$ cat config.mk
export PLATFORM = sky130hd
export DESIGN_NAME = fxp_alu_sequencer_flat
export DESIGN_NICKNAME = d
export VERILOG_FILES = /design/src/rtl/fxp_alu_sequencer_if.sv /design/src/rtl/fxp_alu_sequencer.sv /design/src/flat_wrapper.sv
export SDC_FILE = /design/constraint.sdc
export NUM_CORES = 1
export LEC_CHECK = 0
export ABC_AREA = 1
export BUFFER_PORTS_ARGS = -buffer_cell sky130_fd_sc_hd__buf_2
export CAP_MARGIN = 20
export CORE_MARGIN = 8
export CORE_UTILIZATION = 55
export DETAILED_ROUTE_END_ITERATION = 16
export PLACE_DENSITY = 0.72
export SYNTH_ARGS = -nofsm -noshare
export SYNTH_HDL_FRONTEND = slang
export SYNTH_SLANG_ARGS = --single-unit
$ cat constraint.sdc
create_clock -name clk -period 5.7 [get_ports clk]
set_clock_uncertainty 0.2 [all_clocks]
set_input_delay 1.14 -clock clk [delete_from_list [all_inputs] [get_ports clk]]
set_output_delay 1.14 -clock clk [all_outputs]
set_load 0.01 [all_outputs]
$ cat src/rtl/fxp_alu_sequencer_if.sv
// Start/busy/done bundle between the calculator FSM (master) and the fixed-point ALU (slave).
interface fxp_alu_sequencer_if #(
    parameter int WIDTH_ARG = 25,
    parameter int WIDTH_RES = 35
);
    logic                        start;
    logic [1:0]                  op;
    logic signed [WIDTH_RES-1:0] a;
    logic signed [WIDTH_ARG-1:0] b;
    logic                        busy;
    logic                        done;
    logic signed [WIDTH_RES-1:0] result;
    logic                        err;

    modport master (output start, op, a, b, input busy, done, result, err);
    modport slave  (input start, op, a, b, output busy, done, result, err);
endinterface

$ cat src/rtl/fxp_alu_sequencer.sv
// Multi-cycle fixed-point ALU: add/sub in one step, multiply/divide as shift-add
// followed by restoring division, with a range check before the result is published.
module fxp_alu_sequencer #(
    parameter int WIDTH_ARG = 25,
    parameter int WIDTH_RES = 35,
    parameter int SCALE     = 1000,
    parameter int LIMIT_POS = 9999000,
    parameter int LIMIT_NEG = 999000
) (
    input logic             clk,
    input logic             rst,
    fxp_alu_sequencer_if.slave bus
);
    localparam int PW = WIDTH_RES + WIDTH_ARG;
    localparam int SW = WIDTH_RES + 2;
    localparam int CW = $clog2(PW + 1);
    localparam logic [1:0] OP_MINUS = 2'd1;
    localparam logic [1:0] OP_MUL   = 2'd2;
    localparam logic [1:0] OP_DIV   = 2'd3;

    typedef enum logic [2:0] {IDLE, ADDSUB, MUL, DIV, FIN} state_t;
    state_t state, state_next;

    logic [CW-1:0]        cnt;
    logic [1:0]           op_q;
    logic                 a_neg_q, b_neg_q, neg, div0;
    logic [WIDTH_RES-1:0] a_mag;
    logic [WIDTH_ARG-1:0] b_mag;
    logic [PW-1:0]        mcand, acc;
    logic [WIDTH_ARG-1:0] mplr, divisor, rem;

    logic [WIDTH_RES-1:0] a_raw, a_abs_in, res_mag;
    logic [WIDTH_ARG-1:0] b_raw, b_abs_in;
    logic signed [SW-1:0] a_s, b_s, sum_s;
    logic [SW-1:0]        sum_mag;
    logic [WIDTH_ARG:0]   trial, diff;
    logic                 ge, legal;

    always_comb begin
        a_raw    = bus.a;
        b_raw    = bus.b;
        a_abs_in = a_raw[WIDTH_RES-1] ? (~a_raw + WIDTH_RES'(1)) : a_raw;
        b_abs_in = b_raw[WIDTH_ARG-1] ? (~b_raw + WIDTH_ARG'(1)) : b_raw;
        a_s      = $signed({2'b00, a_mag});
        b_s      = $signed({{(SW-WIDTH_ARG){1'b0}}, b_mag});
        if (a_neg_q) a_s = -a_s;
        if (b_neg_q) b_s = -b_s;
        sum_s    = (op_q == OP_MINUS) ? (a_s - b_s) : (a_s + b_s);
        sum_mag  = sum_s[SW-1] ? SW'(-sum_s) : SW'(sum_s);
        trial    = {rem, acc[PW-1]};
        diff     = trial - {1'b0, divisor};
        ge       = (trial >= {1'b0, divisor});
        res_mag  = acc[WIDTH_RES-1:0];
        legal    = neg ? (acc <= PW'(LIMIT_NEG)) : (acc <= PW'(LIMIT_POS));
    end

    always_ff @(posedge clk) begin
        if (rst) state <= IDLE;
        else     state <= state_next;
    end

    // Divide-by-zero takes the short add/sub path so it finishes as fast as PLUS.
    always_comb begin
        state_next = state;
        case (state)
            IDLE:    if (bus.start)
                         state_next = (!bus.op[1] || (bus.op == OP_DIV && bus.b == '0)) ? ADDSUB : MUL;
            ADDSUB:  state_next = FIN;
            MUL:     if (cnt == CW'(WIDTH_ARG - 1)) state_next = DIV;
            DIV:     if (cnt == CW'(PW - 1)) state_next = FIN;
            FIN:     state_next = IDLE;
            default: state_next = IDLE;
        endcase
    end

    always_ff @(posedge clk) begin
        case (state)
            IDLE: if (bus.start) begin
                op_q    <= bus.op;
                a_neg_q <= a_raw[WIDTH_RES-1];
                b_neg_q <= b_raw[WIDTH_ARG-1];
                a_mag   <= a_abs_in;
                b_mag   <= b_abs_in;
                neg     <= a_raw[WIDTH_RES-1] ^ b_raw[WIDTH_ARG-1];
                div0    <= (bus.op == OP_DIV) && (bus.b == '0);
                mcand   <= PW'(a_abs_in);
                mplr    <= (bus.op == OP_MUL) ? b_abs_in : WIDTH_ARG'(SCALE);
                divisor <= (bus.op == OP_MUL) ? WIDTH_ARG'(SCALE) : b_abs_in;
                acc     <= '0;
                rem     <= '0;
                cnt     <= '0;
            end
            ADDSUB: begin
                acc <= div0 ? '0 : PW'(sum_mag);
                neg <= div0 ? 1'b0 : sum_s[SW-1];
            end
            MUL: begin
                if (mplr[0]) acc <= acc + mcand;
                mcand <= mcand << 1;
                mplr  <= mplr >> 1;
                cnt   <= (cnt == CW'(WIDTH_ARG - 1)) ? '0 : cnt + CW'(1);
            end
            DIV: begin
                rem <= ge ? diff[WIDTH_ARG-1:0] : trial[WIDTH_ARG-1:0];
                acc <= {acc[PW-2:0], ge};
                cnt <= cnt + CW'(1);
            end
            default: ;
        endcase
    end

    assign bus.busy = (state != IDLE);

    always_ff @(posedge clk) begin
        if (rst) begin
            bus.done   <= 1'b0;
            bus.result <= '0;
            bus.err    <= 1'b0;
        end else begin
            bus.done <= (state == FIN);
            if (state == IDLE && bus.start) begin
                bus.result <= '0;
                bus.err    <= 1'b0;
            end else if (state == FIN) begin
                if (div0 || !legal) begin
                    bus.result <= '0;
                    bus.err    <= 1'b1;
                end else begin
                    bus.result <= neg ? -res_mag : res_mag;
                    bus.err    <= 1'b0;
                end
            end
        end
    end
endmodule
$ cat src/flat_wrapper.sv
// flat-port wrapper written by rule: the top's interface ports become plain ports
module fxp_alu_sequencer_flat 
#(
    parameter int WIDTH_ARG = 25,
    parameter int WIDTH_RES = 35,
    parameter int SCALE     = 1000,
    parameter int LIMIT_POS = 9999000,
    parameter int LIMIT_NEG = 999000
)
  (clk, rst, bus_start, bus_op, bus_a, bus_b, bus_busy, bus_done, bus_result, bus_err);
  fxp_alu_sequencer_if #(.WIDTH_ARG(WIDTH_ARG), .WIDTH_RES(WIDTH_RES)) bus_i ();
  input logic clk;
  input logic rst;
  input wire logic [$bits(bus_i.start)-1:0] bus_start;
  input wire logic [$bits(bus_i.op)-1:0] bus_op;
  input wire logic [$bits(bus_i.a)-1:0] bus_a;
  input wire logic [$bits(bus_i.b)-1:0] bus_b;
  output wire logic [$bits(bus_i.busy)-1:0] bus_busy;
  output wire logic [$bits(bus_i.done)-1:0] bus_done;
  output wire logic [$bits(bus_i.result)-1:0] bus_result;
  output wire logic [$bits(bus_i.err)-1:0] bus_err;
  assign bus_i.start = bus_start;
  assign bus_i.op = bus_op;
  assign bus_i.a = bus_a;
  assign bus_i.b = bus_b;
  assign bus_busy = bus_i.busy;
  assign bus_done = bus_i.done;
  assign bus_result = bus_i.result;
  assign bus_err = bus_i.err;
  fxp_alu_sequencer #(.WIDTH_ARG(WIDTH_ARG), .WIDTH_RES(WIDTH_RES), .SCALE(SCALE), .LIMIT_POS(LIMIT_POS), .LIMIT_NEG(LIMIT_NEG)) u_core (.clk(clk), .rst(rst), .bus(bus_i));
endmodule
======== Word-level counts from Yosys, hierarchy flattened ========
Cells that the tools add are included.
W data, S select, Z words.
storage, ports and cells
  register bits ........................... 307
  word-level logic and storage cells ...... 102
  output and inout port bits .............. 38
operators by class
  add/subtract/negate cells ............... 11
  equal/unequal tests ..................... 13
  reduce and logical (&&, ||, !) cells .... 22
  mux-type cells .......................... 33
  bitwise operators ....................... 3
  order comparisons ....................... 3
operator list
  kind                     count
  $pmux W60 S4             1
  $mux W37                 5
  $mux W60                 3
  $mux W25                 5
  $pmux W60 S2             1
  $mux W35                 3
  $pmux W25 S2             2
  $add A60 B60 Y60         1
  $le A60 B20 Y1 const B   1
  $le A60 B24 Y1 const B   1
  $add A37 B37 Y37         1
  $neg A25 Y37             1
  $neg A35 Y37             1
  $neg A37 Y37             1
  $sub A37 B37 Y37         1
  $add A35 B1 Y35 const B  1
  $neg A35 Y35             1
  $not A35 Y35             1
  $ge A26 B25 Y1           1
  $add A25 B1 Y25 const B  1
  $logic_not A25 Y1        1
  $not A25 Y25             1
  $sub A25 B25 Y25         1
  $pmux W6 S3              1
  27 further kinds         48

======== Longest topological paths before layout ========
  depth in word-level cells ............... 8
  depth in mapped cells ................... 38
  mapped depth without buffers ............ 38

======== Least setup slack after synthesis ========
No wires, ideal clock.
  path type ............................... register to register
  from .................................... register u_core.b_mag[0]
  to ...................................... register u_core.acc[35], data pin
  cell stages (with the launch flop) ...... 32
  setup time .............................. 0.254 ns
  buffers on the path ..................... 0
  arrival ................................. 4.041 ns
  setup slack ............................. 1.205 ns
  path through ............................ edfxtp_1 > inv_1 > ha_1 > inv_1 > nand2_2 > xor2_2 > nand2_1 > nor3_2 > nand2_1 > nor3_2 > nand2_1 > nor2_4 > nand3_2 > o21ai_2 > o21ai_2 > xnor2_2 > ha_1 > nand2_1 > nor2_1 > inv_1 > nor2_1 > nand3_1 > nand3_1 > nand2_1 > nor2_1 > nand2_1 > nor2_1 > nand3_1 > o21ai_0 > nand2_1 > nand3_1 > nand2_1
between the ends
  longest elaborated chain between the ends .. 8
RTL lines
  item                                                  RTL line                  source
  start, declared                                       fxp_alu_sequencer.sv:28   logic [WIDTH_ARG-1:0] b_mag;
  start signal, assigned                                fxp_alu_sequencer.sv:83   b_mag <= b_abs_in;
  $neg A25 Y37                                          fxp_alu_sequencer.sv:47   if (b_neg_q) b_s = -b_s;
  $mux W37 *                                            fxp_alu_sequencer.sv:47
  $add A37 B37 Y37 or $sub A37 B37 Y37 (tied branches)  fxp_alu_sequencer.sv:48   sum_s = (op_q == OP_MINUS) ? (a_s - b_s) : (a_s + b_s);
  $mux W37 *                                            fxp_alu_sequencer.sv:48
  $neg A37 Y37                                          fxp_alu_sequencer.sv:49   sum_mag = sum_s[SW-1] ? SW'(-sum_s) : SW'(sum_s);
  $mux W37 *                                            fxp_alu_sequencer.sv:49
  $mux W37 *                                            fxp_alu_sequencer.sv:94   acc <= div0 ? '0 : PW'(sum_mag);
  $pmux W60 S4 *                                        fxp_alu_sequencer.sv:77   case (state)
  end signal, assigned                                  fxp_alu_sequencer.sv:94
  end signal, assigned                                  fxp_alu_sequencer.sv:98   if (mplr[0]) acc <= acc + mcand;
  end signal, assigned                                  fxp_alu_sequencer.sv:105  acc <= {acc[PW-2:0], ge};
  end, declared                                         fxp_alu_sequencer.sv:29   logic [PW-1:0] mcand, acc;
Every way passes the cells marked *; elsewhere a longest branch is shown, timed or not.
A chain may end at the register's enable or synchronous reset.

======== Worst setup path after layout ========
  from .................................... register u_core.b_mag[0]
  to ...................................... register u_core.acc[33], data pin
The elaborated chain is that of the path after synthesis.

==> results.json <==
{
  "placed_cells": 4437,
  "die_area_um2": 54300,
  "rows": 79,
  "cpMaxStageDelayCell": "edfxtp_1",
  "fillers": 4433,
  "p_leak_nw": 13.4,
  "cts.sinks": 307,
  "critPathCaptureType": "register",
  "ir_drop_v": 0.000424,
  "yosysTopAreaCellShare_pct": 30.9,
  "synth_edf_count": 267,
  "drive_gt1_share_pct": 7.64,
  "min_period_over_period_pct": 94.7,
  "yosys.area_share.simple_pct": 30.4,
  "antenna_left": 0,
  "final_common_cell": "nand2_1",
  "min_path_type": "register to register",
  "syn_nets": 3982,
  "die_w_um": 233,
  "synth_top_family_by_area": "simple AND/OR/NAND/NOR gates",
  "ys_seq_elements": 307,
  "drv_cap": 0,
  "clock_path_buffers": 3,
  "synthTopCellsByArea": "edfxtp_1 (31%), nand2_1 (14%), inv_1 (8.4%)",
  "pin_count": 103,
  "path_clk_slew_ps": 60,
  "worstSetupPathType": "register to register",
  "layout_common_cells": "nand2_1 (968), inv_1 (581), nor2_1 (435)",
  "drv_slew": 0,
  "grt_max_degree": 76,
  "async_flop_share_pct": 0,
  "track_usage_pct": 29.6,
  "hold_viol": 0,
  "tritoncts": "built",
  "reg2reg_slack_ps": 300,
  "pre_cts_ws_ps": -10.1,
  "holdWs_ps": 265,
  "synth_area_um2": 25900,
  "synthDistinctLibCells": 57,
  "drc_errors": 0,
  "grt_pass1_vias": 23500,
  "hold_path_depth": 2,
  "synth_warnings": 0,
  "fin_nets": 4071,
  "cts_hold_buf": 0,
  "hp-start": "u_core.bus.result[26]$_SDFFE_PP0P_",
  "timing.rr.start": "u_core.b_mag[0]$_DFFE_PP_",
  "critPathRequiredTime_ps": 5840,
  "status": "complete, no violations",
  "htree_levels": 2,
  "drt_iter0_drc": 2559,
  "crit_path_start_kind": "register",
  "grt_pass1_wl_mm": 128,
  "antenna_found_initial": 2,
  "worst_slack_ps": 303,
  "dpl-instance-area_um2": 27100,
  "regArea_um2": 8820,
  "cp_common_cell": "nand2_1",
  "dp_hpwl_mm": 65.1,
  "synth_compound_area_share_pct": 13.4,
  "power_density_nw_per_um2": 674,
  "synth-xor-area-share_pct": 5.86,
  "drt_wl_total_mm": 82.2,
  "syn2layout_area_growth_pct": 9.92,
  "slew_headroom_pct": 24.8,
  "synth_top_cell_by_area": "edfxtp_1",
  "crit_path_start": "u_core.b_mag[0]$_DFFE_PP_",
  "drt_first_pass_iters": 6,
  "cp_slowest_stage_delay_ps": 440,
  "rsz0062_at_grt": "true",
  "gp_congestion": 1.00,
  "worst_pin_slew_ps": 1130,
  "clk_latency_ps": 580,
  "fin_cells": 4512,
  "critPathArrivalTime_ps": 5540,
  "reg2reg_to": "u_core.acc[33]$_DFFE_PP_",
  "clockRootBuffer": "clkbuf_16",
  "fin_setup_tns_ps": 0,
  "finalCriticalPeriod_ps": 5400,
  "synth_fa_ha_area_share_pct": 6.46,
  "rr_worst_depth": 31,
  "synthMuxAreaShare_pct": 0,
  "fp.dieH_um": 233,
  "port_buffers": 102,
  "stdcell_area_um2": 28500,
  "crit_path_max_fanout": 6,
  "finalPower_mw": 19.2,
  "setup_viol": 0,
  "syn_inst": 3785,
  "fmax_mhz": 185,
  "ys_seq_area_share_pct": 34.0,
  "synthFlopType": "edfxtp_1",
  "viasPerCell": 5.60,
  "postSynthAreaPerCell_um2": 6.85,
  "cts_inserted_buffers": 37,
  "core_um2": 46600,
  "hold_end": "u_core.bus.result[26]$_SDFFE_PP0P_",
  "multi_input_area_um2": 14700,
  "routedWlPerCell_um": 18.2,
  "vias": 25300,
  "grt_overflow_total": 0,
  "start_util_pct": 55.7,
  "fin_util_pct": 61.2
}
-- synthesized netlist by cell type, types with 28 or more instances --
master,instances
a21oi_1,262
a31oi_1,28
clkbuf_1,58
dfxtp_1,40
edfxtp_1,267
ha_1,129
inv_1,583
nand2_1,973
nand3_1,224
nand4_1,54
nor2_1,447
nor3_1,60
o21ai_0,229
xnor2_1,43
xor2_1,123
-- registers in the layout, summed over array words and instances, names as in the netlist, 2 cells and up --
signal             flops
u_core.a_mag          35
u_core.acc            60
u_core.b_mag          25
u_core.bus.result     35
u_core.cnt             6
u_core.divisor        25
u_core.mcand          60
u_core.mplr           25
u_core.op_q            2
u_core.rem            25
u_core.state           3
-- kinds of logic (layout without fill, tap and decap cells) --
logic type | after synthesis | count (layout)
AO/OA/AOI/OAI | 640 | 640
XOR/XNOR | 170 | 170
adder cells (fa/ha/maj) | 132 | 132
buffers and inverters | 665 | 783
flip-flops | 307 | 307
other | 0 | 2
AND/OR/NAND/NOR | 1871 | 1871
-- critical path: cells and delay by family, from the launching register on --
| family | cells | cell delay, ps |
|---|---|---|
| AND/OR/NAND/NOR | 21 | 2670 |
| adder cells (fa/ha/maj) | 2 | 610 |
| AO/OA/AOI/OAI | 3 | 530 |
| flip-flops | 1 | 440 |
| buffers and inverters | 3 | 360 |
| XOR/XNOR | 2 | 340 |
-- worst max path at each step --
stage,endpoint,depth (start not counted)
3_3_place_gp,u_core.acc[33]$_DFFE_PP_,32
2_1_floorplan,u_core.acc[35]$_DFFE_PP_,31
3_5_place_dp,u_core.acc[33]$_DFFE_PP_,32
6_report,u_core.acc[33]$_DFFE_PP_,31
4_1_cts,u_core.acc[33]$_DFFE_PP_,32
5_1_grt,u_core.acc[33]$_DFFE_PP_,31
-- routing by layer --
| layer | share of wire (%) | vias up | wire length [µm] | track usage, % |
|---|---|---|---|---|
| met4 | 3.3 | 0 | 2730 | 10.2 |
| met5 | 0 | - | 0 | 0 |
| met3 | 7.1 | 137 | 5840 | 4.17 |
| met2 | 45 | 874 | 37000 | 47.1 |
| met1 | 45 | 11600 | 36600 | 41.1 |
| li1 | - | 12600 | - | - |
-- what timing repair did --
item | 4_1_cts | 5_1_grt
buffers inserted | 0 | 4
setup endpoints to repair | 1 | 25
pin swaps | 0 | 5
gates resized for setup | 1 | 38
hold endpoints to repair | 0 | 0
-- report_power, final --
group          switching [mW]  total (mW)  leakage [nW]  internal (mW)
clock network            1.04        2.37         0.602           1.33
registers               0.780        4.45          2.97           3.67
logic                    8.61        12.4          9.82           3.77
total                    10.4        19.2          13.4           8.77
-- layout make-up --
cell class,count,share of cell area (%)
inverters,588,7.75
diodes,2,0.0176
multi-input cells,2813,51.7
clock buffers,45,3.53
well taps,607,2.66
repair buffers,127,2.56
clock inverters,23,0.786
flip-flops and latches,307,30.9
Note: power is estimated with default switching activity, not from simulation.
